===== src/rtl/alu_share_ctrl_pkg.sv =====
// Shared definitions for the ALU-sharing controller: opcodes, default widths
// and the controller state encoding.
package alu_ctrl_pkg;

    localparam int DEF_DW  = 8;
    localparam int DEF_OPW = 4;

    localparam logic [3:0] OP_ADD = 4'd0;
    localparam logic [3:0] OP_SUB = 4'd1;
    localparam logic [3:0] OP_AND = 4'd2;
    localparam logic [3:0] OP_OR  = 4'd3;
    localparam logic [3:0] OP_XOR = 4'd4;
    localparam logic [3:0] OP_NOT = 4'd5;
    localparam logic [3:0] OP_SHL = 4'd6;
    localparam logic [3:0] OP_SHR = 4'd7;
    localparam logic [3:0] OP_EQ  = 4'd8;
    localparam logic [3:0] OP_GT  = 4'd9;
    localparam logic [3:0] OP_LT  = 4'd10;

    typedef enum logic [1:0] {
        S_IDLE = 2'd0,
        S_EXEC = 2'd1,
        S_RESP = 2'd2
    } state_t;

endpackage


===== src/rtl/alu_share_ctrl_if.sv =====
// Request/response and ALU-side bus of the ALU-sharing controller.
// slave = controller view, master = requesters plus the ALU instance.
interface alu_share_ctrl_if #(
    parameter int NREQ = 2,
    parameter int DW   = 8,
    parameter int OPW  = 4
);
    logic [NREQ-1:0]     req_valid;
    logic [NREQ-1:0]     req_ready;
    logic [NREQ*DW-1:0]  req_a;
    logic [NREQ*DW-1:0]  req_b;
    logic [NREQ*OPW-1:0] req_op;
    logic [NREQ-1:0]     rsp_valid;
    logic [NREQ-1:0]     rsp_ready;
    logic [DW-1:0]       rsp_data;
    logic                rsp_zero;
    logic                rsp_carry;
    logic [DW-1:0]       alu_a;
    logic [DW-1:0]       alu_b;
    logic [OPW-1:0]      alu_sel;
    logic [DW-1:0]       alu_out;
    logic                alu_zero;
    logic                alu_carry;

    modport slave (
        input  req_valid, req_a, req_b, req_op, rsp_ready,
               alu_out, alu_zero, alu_carry,
        output req_ready, rsp_valid, rsp_data, rsp_zero, rsp_carry,
               alu_a, alu_b, alu_sel
    );

    modport master (
        output req_valid, req_a, req_b, req_op, rsp_ready,
               alu_out, alu_zero, alu_carry,
        input  req_ready, rsp_valid, rsp_data, rsp_zero, rsp_carry,
               alu_a, alu_b, alu_sel
    );
endinterface


===== src/rtl/alu_share_ctrl_rr_arbiter.sv =====
// Combinational round-robin arbiter: grants the first requester after 'last'
// (wrapping), returning a one-hot grant and its index.
module rr_arbiter #(
    parameter int NREQ = 2,
    parameter int IW   = (NREQ > 1) ? $clog2(NREQ) : 1
) (
    input  logic [NREQ-1:0] req,
    input  logic [IW-1:0]   last,
    output logic [NREQ-1:0] gnt,
    output logic [IW-1:0]   gnt_idx
);

    // Two descending passes: the lowest index wins within a pass, and the
    // pass above 'last' overrides the wrapped pass at or below it.
    always_comb begin
        gnt     = '0;
        gnt_idx = '0;
        for (int i = NREQ - 1; i >= 0; i--) begin
            if (req[i] && (i <= int'(last))) begin
                gnt     = '0;
                gnt[i]  = 1'b1;
                gnt_idx = IW'(i);
            end
        end
        for (int i = NREQ - 1; i >= 0; i--) begin
            if (req[i] && (i > int'(last))) begin
                gnt     = '0;
                gnt[i]  = 1'b1;
                gnt_idx = IW'(i);
            end
        end
    end

endmodule


===== src/rtl/alu_share_ctrl.sv =====
// Shares one ALU between NREQ requesters: round-robin grant, one-cycle execute,
// held response. Define ALU_SHARE_STATS_EN to add the op_count output.
module alu_share_ctrl
    import alu_ctrl_pkg::*;
#(
    parameter int NREQ = 2,
    parameter int DW   = DEF_DW,
    parameter int OPW  = DEF_OPW
) (
    input  logic clk,
    input  logic rst_n,
    alu_share_ctrl_if.slave bus
`ifdef ALU_SHARE_STATS_EN
    ,
    output logic [15:0] op_count
`endif
);

    localparam int IW = (NREQ > 1) ? $clog2(NREQ) : 1;

    state_t          state, nxt_state;
    logic [IW-1:0]   rr_last;
    logic [IW-1:0]   gnt_idx;
    logic [NREQ-1:0] gnt;
    logic [NREQ-1:0] owner;
    logic            req_fire, rsp_fire, carry_op;

    logic [DW-1:0]   alu_a_q, alu_b_q, rsp_data_q;
    logic [OPW-1:0]  alu_sel_q;
    logic            rsp_zero_q, rsp_carry_q;
    logic [NREQ-1:0] req_ready_c, rsp_valid_c;

    rr_arbiter #(.NREQ(NREQ), .IW(IW)) u_arb (
        .req     (bus.req_valid),
        .last    (rr_last),
        .gnt     (gnt),
        .gnt_idx (gnt_idx)
    );

    // rr_last doubles as the owner of the in-flight op once granted.
    assign owner    = NREQ'(1) << rr_last;
    assign req_fire = (state == S_IDLE) && (|gnt);
    assign rsp_fire = (state == S_RESP) && (|(bus.rsp_ready & owner));
    assign carry_op = (alu_sel_q == OPW'(OP_ADD)) || (alu_sel_q == OPW'(OP_SUB));

    always_ff @(posedge clk or negedge rst_n) begin
        if (!rst_n) state <= S_IDLE;
        else        state <= nxt_state;
    end

    always_comb begin
        nxt_state = state;
        case (state)
            S_IDLE:  if (req_fire) nxt_state = S_EXEC;
            S_EXEC:  nxt_state = S_RESP;
            S_RESP:  if (rsp_fire) nxt_state = S_IDLE;
            default: nxt_state = S_IDLE;
        endcase
    end

    always_comb begin
        req_ready_c = '0;
        rsp_valid_c = '0;
        case (state)
            S_IDLE:  req_ready_c = gnt;
            S_RESP:  rsp_valid_c = owner;
            default: ;
        endcase
    end

    always_ff @(posedge clk or negedge rst_n) begin
        if (!rst_n) begin
            rr_last     <= IW'(NREQ - 1);
            alu_a_q     <= '0;
            alu_b_q     <= '0;
            alu_sel_q   <= '0;
            rsp_data_q  <= '0;
            rsp_zero_q  <= 1'b0;
            rsp_carry_q <= 1'b0;
        end else begin
            if (req_fire) begin
                rr_last   <= gnt_idx;
                alu_a_q   <= bus.req_a[gnt_idx*DW +: DW];
                alu_b_q   <= bus.req_b[gnt_idx*DW +: DW];
                alu_sel_q <= bus.req_op[gnt_idx*OPW +: OPW];
            end
            if (state == S_EXEC) begin
                rsp_data_q  <= bus.alu_out;
                rsp_zero_q  <= bus.alu_zero;
                rsp_carry_q <= bus.alu_carry & carry_op;
            end
        end
    end

`ifdef ALU_SHARE_STATS_EN
    always_ff @(posedge clk or negedge rst_n) begin
        if (!rst_n)                               op_count <= '0;
        else if (rsp_fire && op_count != 16'hFFFF) op_count <= op_count + 16'd1;
    end
`endif

    assign bus.req_ready = req_ready_c;
    assign bus.rsp_valid = rsp_valid_c;
    assign bus.rsp_data  = rsp_data_q;
    assign bus.rsp_zero  = rsp_zero_q;
    assign bus.rsp_carry = rsp_carry_q;
    assign bus.alu_a     = alu_a_q;
    assign bus.alu_b     = alu_b_q;
    assign bus.alu_sel   = alu_sel_q;

endmodule

===== src/flat_wrapper.sv =====
// flat-port wrapper written by rule: the top's interface ports become plain ports
module alu_share_ctrl_flat import alu_ctrl_pkg::*;
#(
    parameter int NREQ = 2,
    parameter int DW   = DEF_DW,
    parameter int OPW  = DEF_OPW
)
  (clk, rst_n, bus_req_valid, bus_req_a, bus_req_b, bus_req_op, bus_rsp_ready, bus_alu_out, bus_alu_zero, bus_alu_carry, bus_req_ready, bus_rsp_valid, bus_rsp_data, bus_rsp_zero, bus_rsp_carry, bus_alu_a, bus_alu_b, bus_alu_sel);
  alu_share_ctrl_if #(.NREQ(NREQ), .DW(DW), .OPW(OPW)) bus_i ();
  input  logic clk;
  input  logic rst_n;
  input wire logic [$bits(bus_i.req_valid)-1:0] bus_req_valid;
  input wire logic [$bits(bus_i.req_a)-1:0] bus_req_a;
  input wire logic [$bits(bus_i.req_b)-1:0] bus_req_b;
  input wire logic [$bits(bus_i.req_op)-1:0] bus_req_op;
  input wire logic [$bits(bus_i.rsp_ready)-1:0] bus_rsp_ready;
  input wire logic [$bits(bus_i.alu_out)-1:0] bus_alu_out;
  input wire logic [$bits(bus_i.alu_zero)-1:0] bus_alu_zero;
  input wire logic [$bits(bus_i.alu_carry)-1:0] bus_alu_carry;
  output wire logic [$bits(bus_i.req_ready)-1:0] bus_req_ready;
  output wire logic [$bits(bus_i.rsp_valid)-1:0] bus_rsp_valid;
  output wire logic [$bits(bus_i.rsp_data)-1:0] bus_rsp_data;
  output wire logic [$bits(bus_i.rsp_zero)-1:0] bus_rsp_zero;
  output wire logic [$bits(bus_i.rsp_carry)-1:0] bus_rsp_carry;
  output wire logic [$bits(bus_i.alu_a)-1:0] bus_alu_a;
  output wire logic [$bits(bus_i.alu_b)-1:0] bus_alu_b;
  output wire logic [$bits(bus_i.alu_sel)-1:0] bus_alu_sel;
  assign bus_i.req_valid = bus_req_valid;
  assign bus_i.req_a = bus_req_a;
  assign bus_i.req_b = bus_req_b;
  assign bus_i.req_op = bus_req_op;
  assign bus_i.rsp_ready = bus_rsp_ready;
  assign bus_i.alu_out = bus_alu_out;
  assign bus_i.alu_zero = bus_alu_zero;
  assign bus_i.alu_carry = bus_alu_carry;
  assign bus_req_ready = bus_i.req_ready;
  assign bus_rsp_valid = bus_i.rsp_valid;
  assign bus_rsp_data = bus_i.rsp_data;
  assign bus_rsp_zero = bus_i.rsp_zero;
  assign bus_rsp_carry = bus_i.rsp_carry;
  assign bus_alu_a = bus_i.alu_a;
  assign bus_alu_b = bus_i.alu_b;
  assign bus_alu_sel = bus_i.alu_sel;
  alu_share_ctrl #(.NREQ(NREQ), .DW(DW), .OPW(OPW)) u_core (.clk(clk), .rst_n(rst_n), .bus(bus_i));
endmodule

===== config.mk =====
export PLATFORM = sky130hd
export DESIGN_NAME = alu_share_ctrl_flat
export DESIGN_NICKNAME = d
export VERILOG_FILES = /design/src/rtl/alu_share_ctrl_pkg.sv /design/src/rtl/alu_share_ctrl_if.sv /design/src/rtl/alu_share_ctrl_rr_arbiter.sv /design/src/rtl/alu_share_ctrl.sv /design/src/flat_wrapper.sv
export SDC_FILE = /design/constraint.sdc
export NUM_CORES = 1
export LEC_CHECK = 0
export ABC_AREA = 1
export CORE_ASPECT_RATIO = 0.9
export CORE_MARGIN = 10
export CORE_UTILIZATION = 38
export CTS_CLUSTER_DIAMETER = 200
export DETAILED_ROUTE_END_ITERATION = 8
export HOLD_SLACK_MARGIN = 0.06
export PLACE_DENSITY = 0.78
export SLEW_MARGIN = 20
export SYNTH_ARGS = -nofsm -noshare
export SYNTH_HDL_FRONTEND = slang
export SYNTH_HIERARCHICAL = 1
export SYNTH_SLANG_ARGS = --single-unit

===== constraint.sdc =====
create_clock -name clk -period 1.6 [get_ports clk]
set_clock_uncertainty 0.15 [all_clocks]
set_input_delay 0.32 -clock clk [delete_from_list [all_inputs] [get_ports clk]]
set_output_delay 0.32 -clock clk [all_outputs]
set_load 0.1 [all_outputs]

# Yosys cells after proc, flatten, opt, wreduce, memory -nomap -nowiden
# Index checks and enable logic that the tools add are counted.
[totals]
ramBits = 0
register_bits = 33
romBits = 0
latchBits = 0
elab_cells = 42
mem_count = 0
input_bits = 56
out_inout_bits = 34
[op_classes]
eq_ne = 5
addsub = 0
div = 0
n_bitwise = 2
muxes = 11
mul = 0
reduce_logical = 10
n_shift = 4
magnitude_cmp = 2
[ops]
columns = ["op", "count"]
rows = [
  ["$shiftx A16 B5 Y8", 2],
  ["$mux W2", 7],
  ["$shiftx A8 B4 Y4", 1],
  ["$pmux W2 S3", 1],
  ["$eq A4 B1 Y1 const B", 1],
  ["$logic_and A1 B1 Y1", 4],
  ["$logic_not A4 Y1", 1],
  ["$ne A2 B1 Y1 const B", 2],
  ["$reduce_or A2 Y1", 2],
  ["$mux W1", 3],
  ["$and A2 B2 Y2", 1],
  ["$eq A2 B1 Y1 const B", 1],
  ["$eq A2 B2 Y1 const B", 1],
  ["$logic_not A2 Y1", 1],
  ["$reduce_and A2 Y1", 1],
  ["$shl A1 B1 Y2 const A", 1],
  ["$and A1 B1 Y1", 1],
  ["$gt A1 B1 Y1 const A", 1],
  ["$le A1 B1 Y1 const A", 1],
  ["$logic_or A1 B1 Y1", 1],
]

# Depth between registers and ports, before layout
# Gate-level depths: netlist of the first run.
[depth]
depth_word = 9
mapped_depth = 8
depth_no_buf = 7

# Hierarchy
# Netlist of the first run, hierarchy kept.
[modules_own_cells]
columns = ["mod", "n_inst", "area_each_um2", "seq_area_each_um2", "cells_per_inst"]
rows = [
  ["alu_share_ctrl", 1, 1587.8, 827.0, 221],
  ["rr_arbiter", 1, 35.0, 0.0, 5],
]

# Least setup slack after synthesis of the first run
# No wires, ideal clock.
[synth_timing]
path_type = "register to output"
startpoint = "register u_core.rr_last"
endpoint = "output port bus_req_ready[0]"
required_time_ns = 1.130
slack_ns = -0.919
n_path_buf = 0
path_stages_with_launch = 5
t_arrival_ns = 2.049
path_cell_list = "dfstp_2 -> inv_1 -> a21oi_2 -> inv_1 -> nor2_1"
[synth_via]
elab_chain_len = 4
[synth_lines]
columns = ["item", "line_no", "rtl"]
rows = [
  ["start: declaration", "alu_share_ctrl.sv:22", "logic [IW-1:0] rr_last;"],
  ["start signal: assignment", "alu_share_ctrl.sv:73", "rr_last <= IW'(NREQ - 1);"],
  ["start signal: assignment", "alu_share_ctrl.sv:82", "rr_last <= gnt_idx;"],
  ["$gt A1 B1 Y1", "alu_share_ctrl_rr_arbiter.sv:26", "if (req[i] && (i > int'(last))) begin"],
  ["$logic_and A1 B1 Y1", "alu_share_ctrl_rr_arbiter.sv:26", ""],
  ["$mux W2", "alu_share_ctrl_rr_arbiter.sv:26", ""],
  ["net u_core.gnt[0]", "alu_share_ctrl.sv:24", "logic [NREQ-1:0] gnt;"],
  ["$mux W2", "alu_share_ctrl.sv:64", "case (state)"],
  ["end: declaration", "flat_wrapper.sv:20", "output wire logic [$bits(bus_i.req_ready)-1:0] bus_req_ready;"],
]
# The timed path passes the listed nets, and every way through them passes these cells.

# Final worst setup path of the first run
# Same ends and word-level chain as after synthesis.

==> flow_metrics.env, run 1 <==
export IMPL_die_w_um=88.9
export IMPL_synth_commonest_cells="nand2_1 (156), dfrtp_1 (32), nor2_1 (7)"
export IMPL_diodes=0
export IMPL_setup_tns_ns=-3.29
export IMPL_synth_ff_type="dfrtp_1"
export IMPL_start_util=0.396
export IMPL_path_cells="inv_2 -> a21oi_4 -> inv_2 -> nor2_4 -> buf_12"
export IMPL_avgSynthCellArea_um2=7.18
export IMPL_cp_slowest_cell="dfstp_2"
export IMPL_cp_common_cell="inv_2"
export IMPL_cp_max_fo=3
export IMPL_fin_crit_ns=1.86
export IMPL_synth_most_common_cell="nand2_1"
export IMPL_fp_dieArea_um2=7290
export IMPL_wire_per_inst_um=14.3
export IMPL_rsz0062_at_grt="true"
export IMPL_setup_violations=25
export IMPL_reg2reg_slack_ns=-0.23
export IMPL_grt_usage=0.154
export IMPL_grt_pass1_vias=1820
export IMPL_slowest_delay_ns=0.55
export IMPL_rr_endpoint="u_core/bus.alu_a[1]"
export IMPL_antenna_found_initial=0
export IMPL_worstPathArrival_ns=1.39
export IMPL_start_kind="flip-flop"
export IMPL_routabilityCongestion=0.761
export IMPL_netlist_area_leader_share=0.493
export IMPL_cp_required_ns=1.13
export IMPL_cts_tree="built"
export IMPL_core_um2=4100
export IMPL_dieHeight_um=82.0
export IMPL_grt_max_degree=24
export IMPL_crit_type="flip-flop to primary output"
export IMPL_hold_viol=0
export IMPL_cts_buffers_inserted=5
export IMPL_first_pass_iters=6
export IMPL_maxCapViolations=0
export IMPL_clk_insertion_delay_late_ns=0.29
export IMPL_clk_pin_slew_ns=0.07
export IMPL_synth_seq_cells=33
export IMPL_ys_seq_area_frac=0.510
export IMPL_rows=22
export IMPL_yosys_warnings=6
export IMPL_io_buffers=89
export IMPL_synthDistinctLibCells=16
export IMPL_clock_fmax_mhz=537
export IMPL_drt_iter0_drc=50
export IMPL_nNetsFinal=384
export IMPL_fin_crit_sh=1.16
export IMPL_crit_cells=5
export IMPL_crit_path_end_kind="primary output"
export IMPL_cts_sinks=33
export IMPL_grt_pass1_wl_um=8630
export IMPL_final_max_slew_viol_count=0
export IMPL_ant_nets=0
export IMPL_area_growth_syn_to_layout_pct=97.5
export IMPL_synth_area_um2=1620
export IMPL_synth_top_cell_by_area="dfrtp_1"
export IMPL_drive_gt1_frac=0.237
export IMPL_synth_async_reset_ratio=1.00
export IMPL_path_buf_inv=3
export IMPL_tightest_slew_ns=0.280
export IMPL_violations="negative setup slack"
export IMPL_ios=90
export IMPL_status="finished, violations left"
export IMPL_place_area_um2=2970
export IMPL_r2r_start="u_core/rr_last"
export IMPL_synth_edf_count=0
export IMPL_postSynthCellCount=226
export IMPL_rr_worst_depth=9
export IMPL_syn_nets=282
export IMPL_pre_cts_slack_ns=-0.350
export IMPL_hp_class="primary input to async pin"
export IMPL_dp_hpwl_um=4120
export IMPL_cts_buffer_depth=2
export IMPL_overflow=0
export IMPL_fin_ws_ns=-0.262
export IMPL_dr_total_vias=1724
export IMPL_cts_root_buf="clkbuf_8"
export IMPL_final_area_um2=3200
export IMPL_drc=0
export IMPL_relSlewSlack=0.814
export IMPL_htreeDepth=2
export IMPL_cpLargestDelayFamily="flip-flops"
export IMPL_routed_wl_um=5380
export IMPL_ys_top_cells_by_area="dfrtp_1 (49%), nand2_1 (36%), buf_4 (1.9%)"
export IMPL_vias_per_cell=4.57
flip-flops by register name, summed over array words and instances, names as in the netlist:
| signal | flops |
|---|---|
| u_core/bus.alu_b | 8 |
| u_core/state | 2 |
| u_core/bus.rsp_zero | 1 |
| u_core/bus.alu_a | 8 |
| u_core/bus.rsp_carry | 1 |
| u_core/bus.rsp_data | 8 |
| u_core/bus.alu_sel | 4 |
| u_core/rr_last | 1 |
kinds of logic (layout without fill, tap and decap cells):
family / Yosys count / count (layout) / synth area share
buffers and inverters: 20 / 123 / 0.0678
and+or+nand+nor: 170 / 170 / 0.406
DFF: 33 / 33 / 0.510
AOI/OAI and AO/OA: 3 / 3 / 0.0170
timing repair:
action                     4_1_cts  5_1_grt
hold endpoints to repair        32        0
hold buffers                     1        0
gates cloned                     1        0
setup buffers                    4        1
setup endpoints to repair       24       26
resized for setup               11        2
pin swaps                        4        2
cell usage in the layout (no fill, tap or decap), drive strengths merged:
cell and n:
dfrtp 32, nand3 2, clkdlybuf4s50 52, dlygate4sd3 1, bufbuf 1, bufinv 1, dlygate4sd2 2, a21boi 1
clkbuf 7, o21bai 1, nor2 10, a21oi 1, inv 10, buf 49, nand2 158, dfstp 1
worst max-delay path by stage:
stage	startpoint	endpoint
2_1_floorplan	u_core/rr_last	bus_req_ready[0]
3_3_place_gp	bus_req_valid[1]	u_core/bus.alu_sel[2]
3_5_place_dp	bus_req_valid[1]	u_core/bus.alu_sel[2]
4_1_cts	u_core/rr_last	bus_req_ready[0]
5_1_grt	u_core/rr_last	bus_req_ready[0]
6_report	u_core/rr_last	bus_req_ready[0]
routing by layer:
metal  vias up  GRT usage  part of all wire
met4         0     0.0629             0.019
met1       774      0.159              0.37
li1        873          -                 -
met3        10     0.0663              0.10
met5         -          0                 0
met2        67      0.270              0.51
area by class of cell:
| class | instances | area [µm²] |
|---|---|---|
| clock buffer | 7 | 86.3 |
| inverter | 10 | 42.5 |
| clock inverter | 1 | 30.0 |
| tap | 48 | 60.1 |
| sequential | 33 | 827 |
| multi-input combinational | 173 | 746 |
| fill | 260 | 897 |
| timing repair buffer | 105 | 1410 |
through the flow:
step | hold WS (ns) | util | cells
2_1_floorplan | -0.126 | - | 226
3_3_place_gp | 0.0576 | 0.725 | 362
3_5_place_dp | 0.0666 | 0.725 | 362
4_1_cts | 0.293 | 0.776 | 376
5_1_grt | 0.330 | 0.781 | 377
6_report | 0.289 | 0.781 | 377
Power of run 1 is not shown: default switching activity piles up to over one toggle a cycle in this logic, so the estimate is an artifact.
==> run 2: changes to the inputs <==
==> constraint.sdc (replaced) <==
create_clock -name clk -period 2.1 [get_ports clk]
set_clock_uncertainty 0.15 [all_clocks]
set_input_delay 0.42 -clock clk [delete_from_list [all_inputs] [get_ports clk]]
set_output_delay 0.42 -clock clk [all_outputs]
set_load 0.1 [all_outputs]
==> run 2 against run 1 <==
Critical path type unchanged. Global-route usage is 2.1 points lower. Highest routed layer unchanged. The run now ends clean. Die area did not move. Routed wire length down 10%. Clock-buffer cell count unchanged. Worst setup slack gained 0.39 ns.
==> flow_metrics.env, run 2 (synthesized netlist as in run 1, its figures left out) <==
export IMPL_io_buffers=89
export IMPL_clk_insertion_delay_late_ns=0.27
export IMPL_cts_buffer_depth=2
export IMPL_fillers=385
export IMPL_fin_crit_sh=0.939
export IMPL_path_cells="inv_1 -> a21oi_2 -> inv_2 -> nor2_4 -> buf_12"
export IMPL_start_util=0.396
export IMPL_fp_dieArea_um2=7290
export IMPL_layout_commonest_cell="nand2_1"
export IMPL_start_kind="flip-flop"
export IMPL_wire_per_inst_um=13.2
export IMPL_dr_total_vias=1621
export IMPL_met2_length_um=2400
export IMPL_cts_buffers_inserted=5
export IMPL_fin_crit_ns=1.97
export IMPL_grt_usage=0.133
export IMPL_drt_iter0_drc=40
export IMPL_worstPathArrival_ns=1.40
export IMPL_die_w_um=88.9
export IMPL_cts_tree="built"
export IMPL_slowest_delay_ns=0.55
export IMPL_crit_type="flip-flop to primary output"
export IMPL_cp_max_fo=4
export IMPL_drive_gt1_frac=0.199
export IMPL_ios=90
export IMPL_multi_input_area_um2=701
export IMPL_cp_slowest_cell="dfstp_2"
export IMPL_met1Wirelength_um=1890
export IMPL_cts_sinks=33
export IMPL_cts_root_buf="clkbuf_8"
export IMPL_setup_violations=0
export IMPL_ant_nets=0
export IMPL_first_pass_iters=4
export IMPL_drc=0
export IMPL_top_layer="met4"
export IMPL_cts_hold_buffers=0
export IMPL_hold_ws_ns=0.0550
export IMPL_grt_pass1_wl_um=7550
export IMPL_clk_pin_slew_ns=0.06
export IMPL_hp_class="primary input to async pin"
export IMPL_final_max_slew_viol_count=0
export IMPL_core_um2=4100
export IMPL_rsz0062_at_grt="false"
export IMPL_clock_fmax_mhz=507
export IMPL_cp_required_ns=1.53
export IMPL_met3_length_um=528
export IMPL_htreeDepth=2
export IMPL_relSlewSlack=0.516
export IMPL_antenna_found_initial=0
export IMPL_routed_wl_um=4830
export IMPL_final_cell_mix="nand2_1 (156), clkdlybuf4s50_1 (52), dfrtp_1 (32)"
export IMPL_diodes=0
export IMPL_nNetsFinal=373
export IMPL_area_growth_syn_to_layout_pct=64.1
export IMPL_grt_max_degree=34
export IMPL_vias_per_cell=4.44
export IMPL_dieHeight_um=82.0
export IMPL_dp_hpwl_um=3830
export IMPL_area_sequential_um2=827
export IMPL_maxCapViolations=0
export IMPL_rows=22
export IMPL_tightest_slew_ns=0.726
export IMPL_routabilityCongestion=0.717
export IMPL_hold_viol=0
export IMPL_overflow=0
export IMPL_crit_path_end_kind="primary output"
export IMPL_status="completed"
export IMPL_grt_pass1_vias=1632
## run 2: cell count changes in the layout (fill, tap and decap cells not counted), moves of 2 or more
cell / delta
buf_12: -28
buf_4: +20
nor2_4: -4
nor2_2: +3
inv_1: +2
## run 2: stage by stage
stage | instance area (µm²) | util | cells | setup WS [ns] | TNS, ns
floorplan | 1640 | - | 226 | -0.0824 | -0.0824
global placement | 2560 | 0.624 | 356 | 0.0190 | 0
detailed placement | 2560 | 0.624 | 356 | -0.0775 | -1.09
CTS | 2650 | 0.645 | 363 | 0.00825 | 0
global route | 2660 | 0.649 | 365 | 0.0543 | 0
finish | 2660 | 0.649 | 365 | 0.128 | 0
## run 2: final cells by class
type,count,area share
Clock buffer,7,0.0324
Multi-Input combinational cell,173,0.263
Inverter,10,0.0141
Timing Repair Buffer,94,0.357
Tap cell,48,0.0225
Sequential cell,33,0.310
## run 2: layer usage
metal / GRT usage / vias up
li1: - / 849
met1: 0.138 / 720
met2: 0.231 / 50
met3: 0.0762 / 2
met4: 0.0242 / 0
met5: 0 / -
## run 2: final timing paths
path	from	to	slack (ns)	depth (start not counted)
hold / removal	rst_n	u_core/state[1]	0.05	1
setup reg to reg	u_core/rr_last	u_core/bus.alu_a[3]	0.37	7
setup / recovery	u_core/rr_last	bus_req_ready[0]	0.13	5
hold reg to reg	u_core/bus.rsp_data[4]	u_core/bus.rsp_data[4]	0.32	2
min in group clk	u_core/bus.rsp_data[4]	u_core/bus.rsp_data[4]	0.32	2
max in group asynchronous	rst_n	u_core/bus.alu_a[7]	1.29	1
## run 2: repair_timing
| item | 4_1_cts | 5_1_grt |
|---|---|---|
| pin swaps | 1 | 0 |
| gates resized for setup | 2 | 1 |
| buffers inserted | 0 | 2 |
| setup endpoints to repair | 2 | 1 |
| cloned | 0 | 0 |
## run 2: critical path: cells and delay by family, from the launching register on
family          cells  cell delay (ns)
buf+inv             3             0.30
flops               1             0.55
simple gates        1             0.13
compound gates      1             0.15
Power of run 2 is left out for the same reason.
